<file path="config.mk">
export PLATFORM = sky130hd
export DESIGN_NAME = shift_mul_seq
export DESIGN_NICKNAME = d
export VERILOG_FILES = /design/src/rtl/shift_mul_seq_pkg.sv /design/src/rtl/shift_add_mul.sv /design/src/rtl/shift_mul_seq.sv
export SDC_FILE = /design/constraint.sdc
export NUM_CORES = 1
export LEC_CHECK = 0
export CELL_PAD_IN_SITES_DETAIL_PLACEMENT = 1
export CELL_PAD_IN_SITES_GLOBAL_PLACEMENT = 1
export CORE_MARGIN = 3
export CORE_UTILIZATION = 39
export CTS_BUF_LIST = sky130_fd_sc_hd__clkbuf_4 sky130_fd_sc_hd__clkbuf_8
export DETAILED_ROUTE_END_ITERATION = 8
export MAX_ROUTING_LAYER = met4
export PLACE_DENSITY = 0.77
export REMOVE_ABC_BUFFERS = 1
export SKIP_LAST_GASP = 1
export SYNTH_ARGS = -nofsm -noshare
export SYNTH_HDL_FRONTEND = slang
export SYNTH_SLANG_ARGS = --single-unit
</file>
<file path="constraint.sdc">
create_clock -name clk -period 5.48 [get_ports clk]
set_input_delay 0.548 -clock clk [delete_from_list [all_inputs] [get_ports clk]]
set_output_delay 0.548 -clock clk [all_outputs]
set_load 0.005 [all_outputs]
</file>
<file path="src/rtl/shift_mul_seq_pkg.sv">
// Shared types and constants for the shift-and-add coefficient sequencer.
// Used by shift_mul_seq and shift_add_mul.
package shift_mul_seq_pkg;

    typedef enum logic {
        ST_IDLE = 1'b0,
        ST_EMIT = 1'b1
    } state_t;

    // Coefficient 0 sits in the LSBs: {8, 7, 3, 1}.
    localparam logic [15:0] DEF_COEFS = {4'd8, 4'd7, 4'd3, 4'd1};

    function automatic int idx_width(input int n);
        return (n <= 1) ? 1 : $clog2(n);
    endfunction

endpackage

</file>
<file path="src/rtl/shift_add_mul.sv">
// Combinational unsigned DW x CW multiplier built from shifted partial sums.
// Produces the full-width DW+CW product; any reduction happens in the caller.
module shift_add_mul
    import shift_mul_seq_pkg::*;
#(
    parameter int DW = 8,
    parameter int CW = 4
) (
    input  logic [DW-1:0]    i_a,
    input  logic [CW-1:0]    i_b,
    output logic [DW+CW-1:0] o_p
);

    logic [DW+CW-1:0] w_acc;
    logic [DW+CW-1:0] w_a_ext;

    assign w_a_ext = {{CW{1'b0}}, i_a};

    always_comb begin
        w_acc = '0;
        for (int i = 0; i < CW; i++) begin
            if (i_b[i]) begin
                w_acc = w_acc + (w_a_ext << i);
            end
        end
    end

    assign o_p = w_acc;

endmodule

</file>
<file path="src/rtl/shift_mul_seq.sv">
// Emits d*COEF[0..NCOEF-1] one result per handshake after each accepted word.
// Define SHIFT_MUL_SEQ_SAT_EN to saturate results at 2^OUT_W-1 instead of wrapping.
module shift_mul_seq
    import shift_mul_seq_pkg::*;
#(
    parameter int                  DW    = 8,
    parameter int                  NCOEF = 4,
    parameter int                  CW    = 4,
    parameter logic [NCOEF*CW-1:0] COEFS = DEF_COEFS,
    parameter int                  OUT_W = DW + CW
) (
    input  logic                          clk,
    input  logic                          rst,
    input  logic                          in_valid,
    output logic                          in_ready,
    input  logic [DW-1:0]                 d,
    output logic                          out_valid,
    input  logic                          out_ready,
    output logic [OUT_W-1:0]              out_data,
    output logic [idx_width(NCOEF)-1:0]   out_idx,
    output logic                          out_last
);

    localparam int            IW       = idx_width(NCOEF);
    localparam int            PW       = DW + CW;
    localparam logic [IW-1:0] LAST_IDX = IW'(NCOEF - 1);
    localparam logic [IW-1:0] IDX_ONE  = IW'(1);

    function automatic logic [OUT_W-1:0] reduce_prod(input logic [PW-1:0] full);
`ifdef SHIFT_MUL_SEQ_SAT_EN
        if ((full >> OUT_W) != '0) begin
            return '1;
        end
`endif
        return full[OUT_W-1:0];
    endfunction

    state_t           r_state;
    state_t           w_state_nxt;
    logic [DW-1:0]    r_d;
    logic [IW-1:0]    r_idx;
    logic [OUT_W-1:0] r_data;
    logic             r_last;

    logic             w_accept;
    logic             w_advance;
    logic [IW-1:0]    w_sel;
    logic [CW-1:0]    w_coef;
    logic [DW-1:0]    w_mul_a;
    logic [PW-1:0]    w_prod;

    always_ff @(posedge clk or negedge rst) begin
        if (!rst) begin
            r_state <= ST_IDLE;
        end else begin
            r_state <= w_state_nxt;
        end
    end

    // Accepting on the final handshake lets a new word follow without a bubble.
    always_comb begin
        w_state_nxt = r_state;
        in_ready    = 1'b0;
        w_advance   = 1'b0;
        case (r_state)
            ST_IDLE: in_ready = 1'b1;
            ST_EMIT: begin
                in_ready  = out_ready && r_last;
                w_advance = out_ready && !r_last;
                if (out_ready && r_last) begin
                    w_state_nxt = ST_IDLE;
                end
            end
            default: w_state_nxt = ST_IDLE;
        endcase
        w_accept = in_valid && in_ready;
        if (w_accept) begin
            w_state_nxt = ST_EMIT;
        end
    end

    // One multiplier serves both the first product and every later step.
    always_comb begin
        w_sel  = w_accept ? '0 : (r_last ? r_idx : r_idx + IDX_ONE);
        w_coef = '0;
        for (int i = 0; i < NCOEF; i++) begin
            if (w_sel == IW'(i)) begin
                w_coef = COEFS[i*CW +: CW];
            end
        end
    end

    assign w_mul_a = w_accept ? d : r_d;

    shift_add_mul #(
        .DW (DW),
        .CW (CW)
    ) u_mul (
        .i_a (w_mul_a),
        .i_b (w_coef),
        .o_p (w_prod)
    );

    always_ff @(posedge clk or negedge rst) begin
        if (!rst) begin
            r_d    <= '0;
            r_idx  <= '0;
            r_data <= '0;
            r_last <= 1'b0;
        end else if (w_accept) begin
            r_d    <= d;
            r_idx  <= '0;
            r_data <= reduce_prod(w_prod);
            r_last <= (LAST_IDX == '0);
        end else if (w_advance) begin
            r_idx  <= r_idx + IDX_ONE;
            r_data <= reduce_prod(w_prod);
            r_last <= ((r_idx + IDX_ONE) == LAST_IDX);
        end
    end

    assign out_valid = (r_state == ST_EMIT);
    assign out_data  = r_data;
    assign out_idx   = r_idx;
    assign out_last  = r_last;

endmodule

</file>
==> After elaboration in Yosys (flattened, before gate mapping) <==
Index checks and enable logic that the tools add are counted.
{ "classes": {"n_addsub": 4, "eq_ne": 4, "muxes": 22, "bitwise": 1, "n_reduce_logical": 6} }
{ "ops": {"columns": ["operator", "n"], "rows": [
  ["$mux W12", 5],
  ["$mux W8", 2],
  ["$add A12 B10 Y12", 1],
  ["$add A12 B11 Y12", 1],
  ["$add A12 B9 Y12", 1],
  ["$mux W4", 3],
  ["$mux W2", 4],
  ["$mux W1", 7],
  ["$eq A2 B2 Y1 const B", 3],
  ["$logic_and A1 B1 Y1", 3],
  ["$add A2 B1 Y2 const B", 1],
  ["$eq A2 B1 Y1 const B", 1],
  ["$logic_not A2 Y1", 1],
  ["$pmux W1 S2", 1],
  ["$reduce_bool A2 Y1", 1],
  ["$logic_not A1 Y1", 1],
  ["$not A1 Y1", 1]
]} }
{ "word_totals": {"regBits": 24, "inputBits": 12, "out_inout_bits": 17, "word_cells": 42} }

==> Logic depth before layout (Yosys ltp) <==
{ "depth": {"word_depth": 18, "mapped_depth": 31, "ltp_nobuf": 30} }

==> Hierarchy <==
Synthesis repeated with hierarchy kept, for this count alone.
{ "hier_totals": {"hier_cells": 317, "hier_area_um2": 2738.9} }
{ "by_module_without_submodules": {"columns": ["module", "n_inst", "cells_each", "area_per_inst_um2", "seq_area_each_um2"], "rows": [
  ["shift_mul_seq", 1, 134, 1376.3, 600.6],
  ["shift_add_mul", 1, 183, 1362.6, 0.0]
]} }

==> Least setup slack after synthesis <==
OpenSTA, ideal clock, no wires.
{ "synth_timing": {"kind": "in2reg", "start": "input out_ready", "end": "register r_data[9] (netlist: out_data[9])", "setup_ns": 0.077, "arrival_ns": 5.220, "required_ns": 5.403, "slack_ns": 0.182, "stages": 29, "path_buffers": 3, "path_cell_list": "a21bo_1 buf_6 and2_1 buf_6 nor2_1 ha_1 clkbuf_1 nor2_1 ha_1 inv_1 fa_1 nor2_1 a21o_1 ha_1 inv_1 fa_1 nand2b_1 a21oi_1 xnor2_1 nand2_1 a32o_1 a31o_1 ha_1 a21oi_1 o21bai_1 a21oi_1 xnor2_1 a21oi_1 a21oi_1"} }
{ "synth_via": {"elab_chain_cells": 18, "word_cells_on_any_way": 25, "cone_classes": "add/sub: 3; eq/ne: 3; mux: 14; reduce/logical: 5"} }
{ "synth_rtl": {"columns": ["item", "line_no", "source"], "rows": [
  ["from (decl)", "shift_mul_seq.sv:18", "input logic out_ready,"],
  ["$logic_and A1 B1 Y1 *", "shift_mul_seq.sv:68", "in_ready = out_ready && r_last;"],
  ["$pmux W1 S2 *", "shift_mul_seq.sv:65", "case (r_state)"],
  ["via in_ready", "shift_mul_seq.sv:15", "output logic in_ready,"],
  ["$logic_and A1 B1 Y1 *", "shift_mul_seq.sv:76", "w_accept = in_valid && in_ready;"],
  ["$mux W2", "shift_mul_seq.sv:84", "w_sel = w_accept ? '0 : (r_last ? r_idx : r_idx + IDX_ONE);"],
  ["$logic_not A2 Y1", "shift_mul_seq.sv:87", "if (w_sel == IW'(i)) begin"],
  ["$mux W1", "shift_mul_seq.sv:87", null],
  ["$mux W4 (3 in a row)", "shift_mul_seq.sv:87", null],
  ["$mux W8", "shift_add_mul.sv:22", "if (i_b[i]) begin"],
  ["$add A12 B9 Y12", "shift_add_mul.sv:23", "w_acc = w_acc + (w_a_ext << i);"],
  ["$mux W12", "shift_add_mul.sv:22", null],
  ["$add A12 B10 Y12", "shift_add_mul.sv:23", null],
  ["$mux W12", "shift_add_mul.sv:22", null],
  ["$add A12 B11 Y12", "shift_add_mul.sv:23", null],
  ["$mux W12", "shift_add_mul.sv:22", null],
  ["$mux W12", "shift_mul_seq.sv:115", "end else if (w_advance) begin"],
  ["$mux W12", "shift_mul_seq.sv:110", "end else if (w_accept) begin"],
  ["to (signal assigned)", "shift_mul_seq.sv:113", "r_data <= reduce_prod(w_prod);"],
  ["to (signal assigned)", "shift_mul_seq.sv:117", "r_data <= reduce_prod(w_prod);"],
  ["to (decl)", "shift_mul_seq.sv:42", "logic [OUT_W-1:0] r_data;"]
]} }
The timed path passes the listed nets; every way through them passes the cells marked *. The select of a mux whose other input is x is not followed.
A chain may end at the register's enable or synchronous reset.

==> Worst setup path in the final report <==
{ "layout_timing": {"start": "input out_ready", "end": "register r_data[9] (netlist: out_data[9])"} }
{ "layout_via": {"elab_chain_cells": 18, "word_cells_on_any_way": 25, "cone_classes": "add/sub: 3; eq/ne: 3; mux: 14; reduce/logical: 5"} }
{ "layout_rtl": {"columns": ["item", "line_no"], "rows": [
  ["$logic_and A1 B1 Y1", "shift_mul_seq.sv:68"],
  ["$pmux W1 S2", "shift_mul_seq.sv:65"],
  ["$logic_and A1 B1 Y1", "shift_mul_seq.sv:76"],
  ["$mux W2", "shift_mul_seq.sv:84"],
  ["$logic_not A2 Y1", "shift_mul_seq.sv:87"],
  ["$mux W1", "shift_mul_seq.sv:87"],
  ["$mux W4 (3 in a row)", "shift_mul_seq.sv:87"],
  ["$mux W8", "shift_add_mul.sv:22"],
  ["$add A12 B9 Y12", "shift_add_mul.sv:23"],
  ["$mux W12", "shift_add_mul.sv:22"],
  ["$add A12 B10 Y12", "shift_add_mul.sv:23"],
  ["$mux W12", "shift_add_mul.sv:22"],
  ["$add A12 B11 Y12", "shift_add_mul.sv:23"],
  ["$mux W12", "shift_add_mul.sv:22"],
  ["$mux W12", "shift_mul_seq.sv:115"],
  ["$mux W12", "shift_mul_seq.sv:110"]
]} }
Several ways; a longest one is shown, not always the timed one. The select of a mux whose other input is x is not followed.

==> metrics <==
clk root buf clkbuf_8; hpwl dp between 5 and 6 mm; Antenna Nets Post-Route 0; min Tclk post-route ~5.4 ns; Fin. Hold Viols 0; CP Launch Type primary input; Max clock buf depth 2; die span in y 83.79 µm; Clock Skews roughly 0.0019 ns; routed vias/inst 5.661; largest net degree at the start of global routing 25; slew margin rel. a little over half; CP Capture Type flip-flop; hold path depth 2; WHS Endpoint out_data[3]; share of cells above drive strength 1 a little over a quarter; post-synthesis sequential area ratio 25.45%; r2r setup slk around 0.12 ns; Post-synth EDFFs 0; top_reg_cell synth dfrtp_1; crit share post-route 99.36%; Non-Filler Instances between 400 and 500; diode count 0; Synth Instances roughly 280; CTS tree done; warnings from Yosys 0; CTS sink cnt 24; H-Tree Depth 1; core area approximately 5700 µm²; first-pass GRT wire length 12.71 mm; Hold Crit Start out_data[3]; top cells by area, synth dfrtp_1 (25%), ha_1 (15%), xnor2_1 (5.2%); Final Cell Area around 3300 µm²; path type of the worst min-delay path reg2reg; GRT Total Usage approximately 23%; reg2reg start out_idx[1]; outcome completed; dpl cells 425; Clock transition at path regs 0.10 ns; # DRC 0; Worst-Margin Slew approximately 0.70 ns; Reg2Reg Depth 28; fillers between 600 and 700; Synth cell types 52; final net count approximately 410; Critical Path RT 5.65 ns; r2r endpoint out_data[9]; max-cap viol count 0; die area 7020 µm²; hold_ws about 0.50 ns; Placed Instance Area just over 3000 µm²; Fmax 0.1837 GHz; first-pass iteration count of the detailed router 4; initial antenna violation count 0; cell accounting for the most synthesized area dfrtp_1; Die W approximately 84 µm; IO Pins 29; grt ovf 0; vias in the first global route between 2,000 and 3,000; P&R area growth vs syn 40.56%; Arr. time, crit path ~5.6 ns; Setup Viol. Count Final 0; Synth Area per Inst 8.398 µm²; WL final between 7 and 8 mm; post-synth top area share between 20% and 30%; IO buf count 28; Routability Congestion around 0.86; Worst Setup Path Type in2reg; post-route setup slack about 0.035 ns; Mapped Area between 2000 and 2500 µm²; DR vias approximately 2,500; Slew Viols, Final 0; worst-path fanout max 5; Clock Latency Late Sink between 0.2 and 0.3 ns; flops & latches, synth 24; fraction of registers with async set/reset between 90% and 100%; CTS buffer count 3; Place WS -0.4664 ns; drt initial violations between 100 and 150; wire per inst 18.43 µm; Initial Util slightly above 40%; # rows 27
-- worst max path at each step --
stage | depth (start not counted) | slack, ns | to | start
floorplan | 24 | 0.31 | out_data[9] | out_ready
global placement | 27 | -0.21 | out_data[10] | out_ready
detailed placement | 26 | -0.47 | out_data[8] | out_ready
CTS | 27 | 0.001 | out_data[8] | out_ready
global route | 31 | -0.35 | out_data[9] | out_ready
finish | 28 | 0.04 | out_data[9] | out_ready
-- Yosys cell counts, types with 5 or more instances --
cell / n
xnor2_1: 14
a21oi_1: 20
xor2_1: 5
mux2i_1: 11
nand2b_1: 6
ha_1: 29
clkbuf_1: 6
dfrtp_1: 24
nor2_1: 28
nand2_1: 30
inv_1: 20
a21o_1: 10
o21ai_0: 16
-- metrics by stage --
stage	util, %	setup TNS (ns)
finish	58.44	0
global route	58.44	-1.100
CTS	55.16	0
detailed placement	54.19	-1.712
global placement	54.19	-0.6374
floorplan	-	0
-- repair_timing --
item,4_1_cts,5_1_grt
endpoints found under the setup margin,4,6
gates cloned,0,0
gates resized for setup,4,30
buffers inserted,0,5
hold buffers,0,0
pin swaps,1,13
-- logic make-up (layout without fill, tap and decap cells) --
group / count (synthesis) / after routing / share of synthesized area [%]
flip-flops: 24 / 24 / 25.45
AO/OA/AOI/OAI: 81 / 81 / 23.01
XOR/XNOR: 19 / 19 / 7.052
buffers and inverters: 28 / 108 / 5.090
multiplexers: 12 / 12 / 5.143
adder cells (fa/ha/maj): 32 / 32 / 17.92
AND/OR/NAND/NOR: 85 / 85 / 16.33
-- routing by layer --
layer  track usage, %  wire length, µm  vias to the layer above
met5                -                0                        -
met4            5.848              218                        0
met3            1.974              188                       24
met2            40.93             4323                       57
met1            27.37             3250                     1222
li1                 -                -                     1148
-- cell type report --
| cell class | count | area (µm²) | share of cell area [%] |
|---|---|---|---|
| inverter | 20 | 75.07 | 2.263 |
| timing repair buffer | 85 | 710.7 | 21.43 |
| clock buffer | 3 | 41.29 | 1.245 |
| tap | 72 | 90.09 | 2.716 |
| multi-input combinational | 229 | 1799 | 54.24 |
| sequential | 24 | 600.6 | 18.11 |
-- critical path, stage by stage --
cell and delay (ns):
clkdlybuf4s50_1 0.42, a21bo_1 0.21, and2_4 0.18, nor2_4 0.16
ha_4 0.19, inv_1 0.06, and2_1 0.16, ha_1 0.33
a21o_1 0.24, o22ai_2 0.14, nand2_1 0.09, xnor2_1 0.22
o22ai_1 0.15, ha_1 0.33, buf_4 0.15, o21ai_0 0.15
o21bai_1 0.12, a21oi_1 0.20, xnor2_1 0.08, mux2i_1 0.21
nand2_1 0.16, ha_1 0.34, inv_1 0.05, o21bai_1 0.19
a21oi_2 0.10, xnor2_1 0.13, a21oi_1 0.20, a21oi_1 0.09
-- state kept, by name, summed over array words and instances (netlist names) --
signal     count
out_data      12
r_d            8
out_idx        2
out_last       1
out_valid      1
-- layout by cell type (no fill, tap or decap), drive strengths merged, types with 2 or more instances in the layout --
| cell type | n |
|---|---|
| nand2 | 30 |
| buf | 57 |
| a211oi | 3 |
| nand3b | 2 |
| dfrtp | 24 |
| or2 | 2 |
| fa | 3 |
| ha | 29 |
| a221o | 2 |
| nand2b | 6 |
| mux2i | 11 |
| clkbuf | 3 |
| nor2 | 28 |
| xnor2 | 14 |
| o22ai | 4 |
| o21bai | 3 |
| a32o | 2 |
| nor3 | 2 |
| inv | 20 |
| xor2 | 5 |
| and3 | 4 |
| a21o | 10 |
| o21ai | 18 |
| and2 | 3 |
| a21oi | 20 |
| a31o | 2 |
| a22o | 2 |
| nand3 | 3 |
| clkdlybuf4s50 | 27 |
| a31oi | 3 |
| nor2b | 2 |
Power is not shown: default switching activity piles up to over one toggle a cycle in this logic, so the estimate is an artifact.
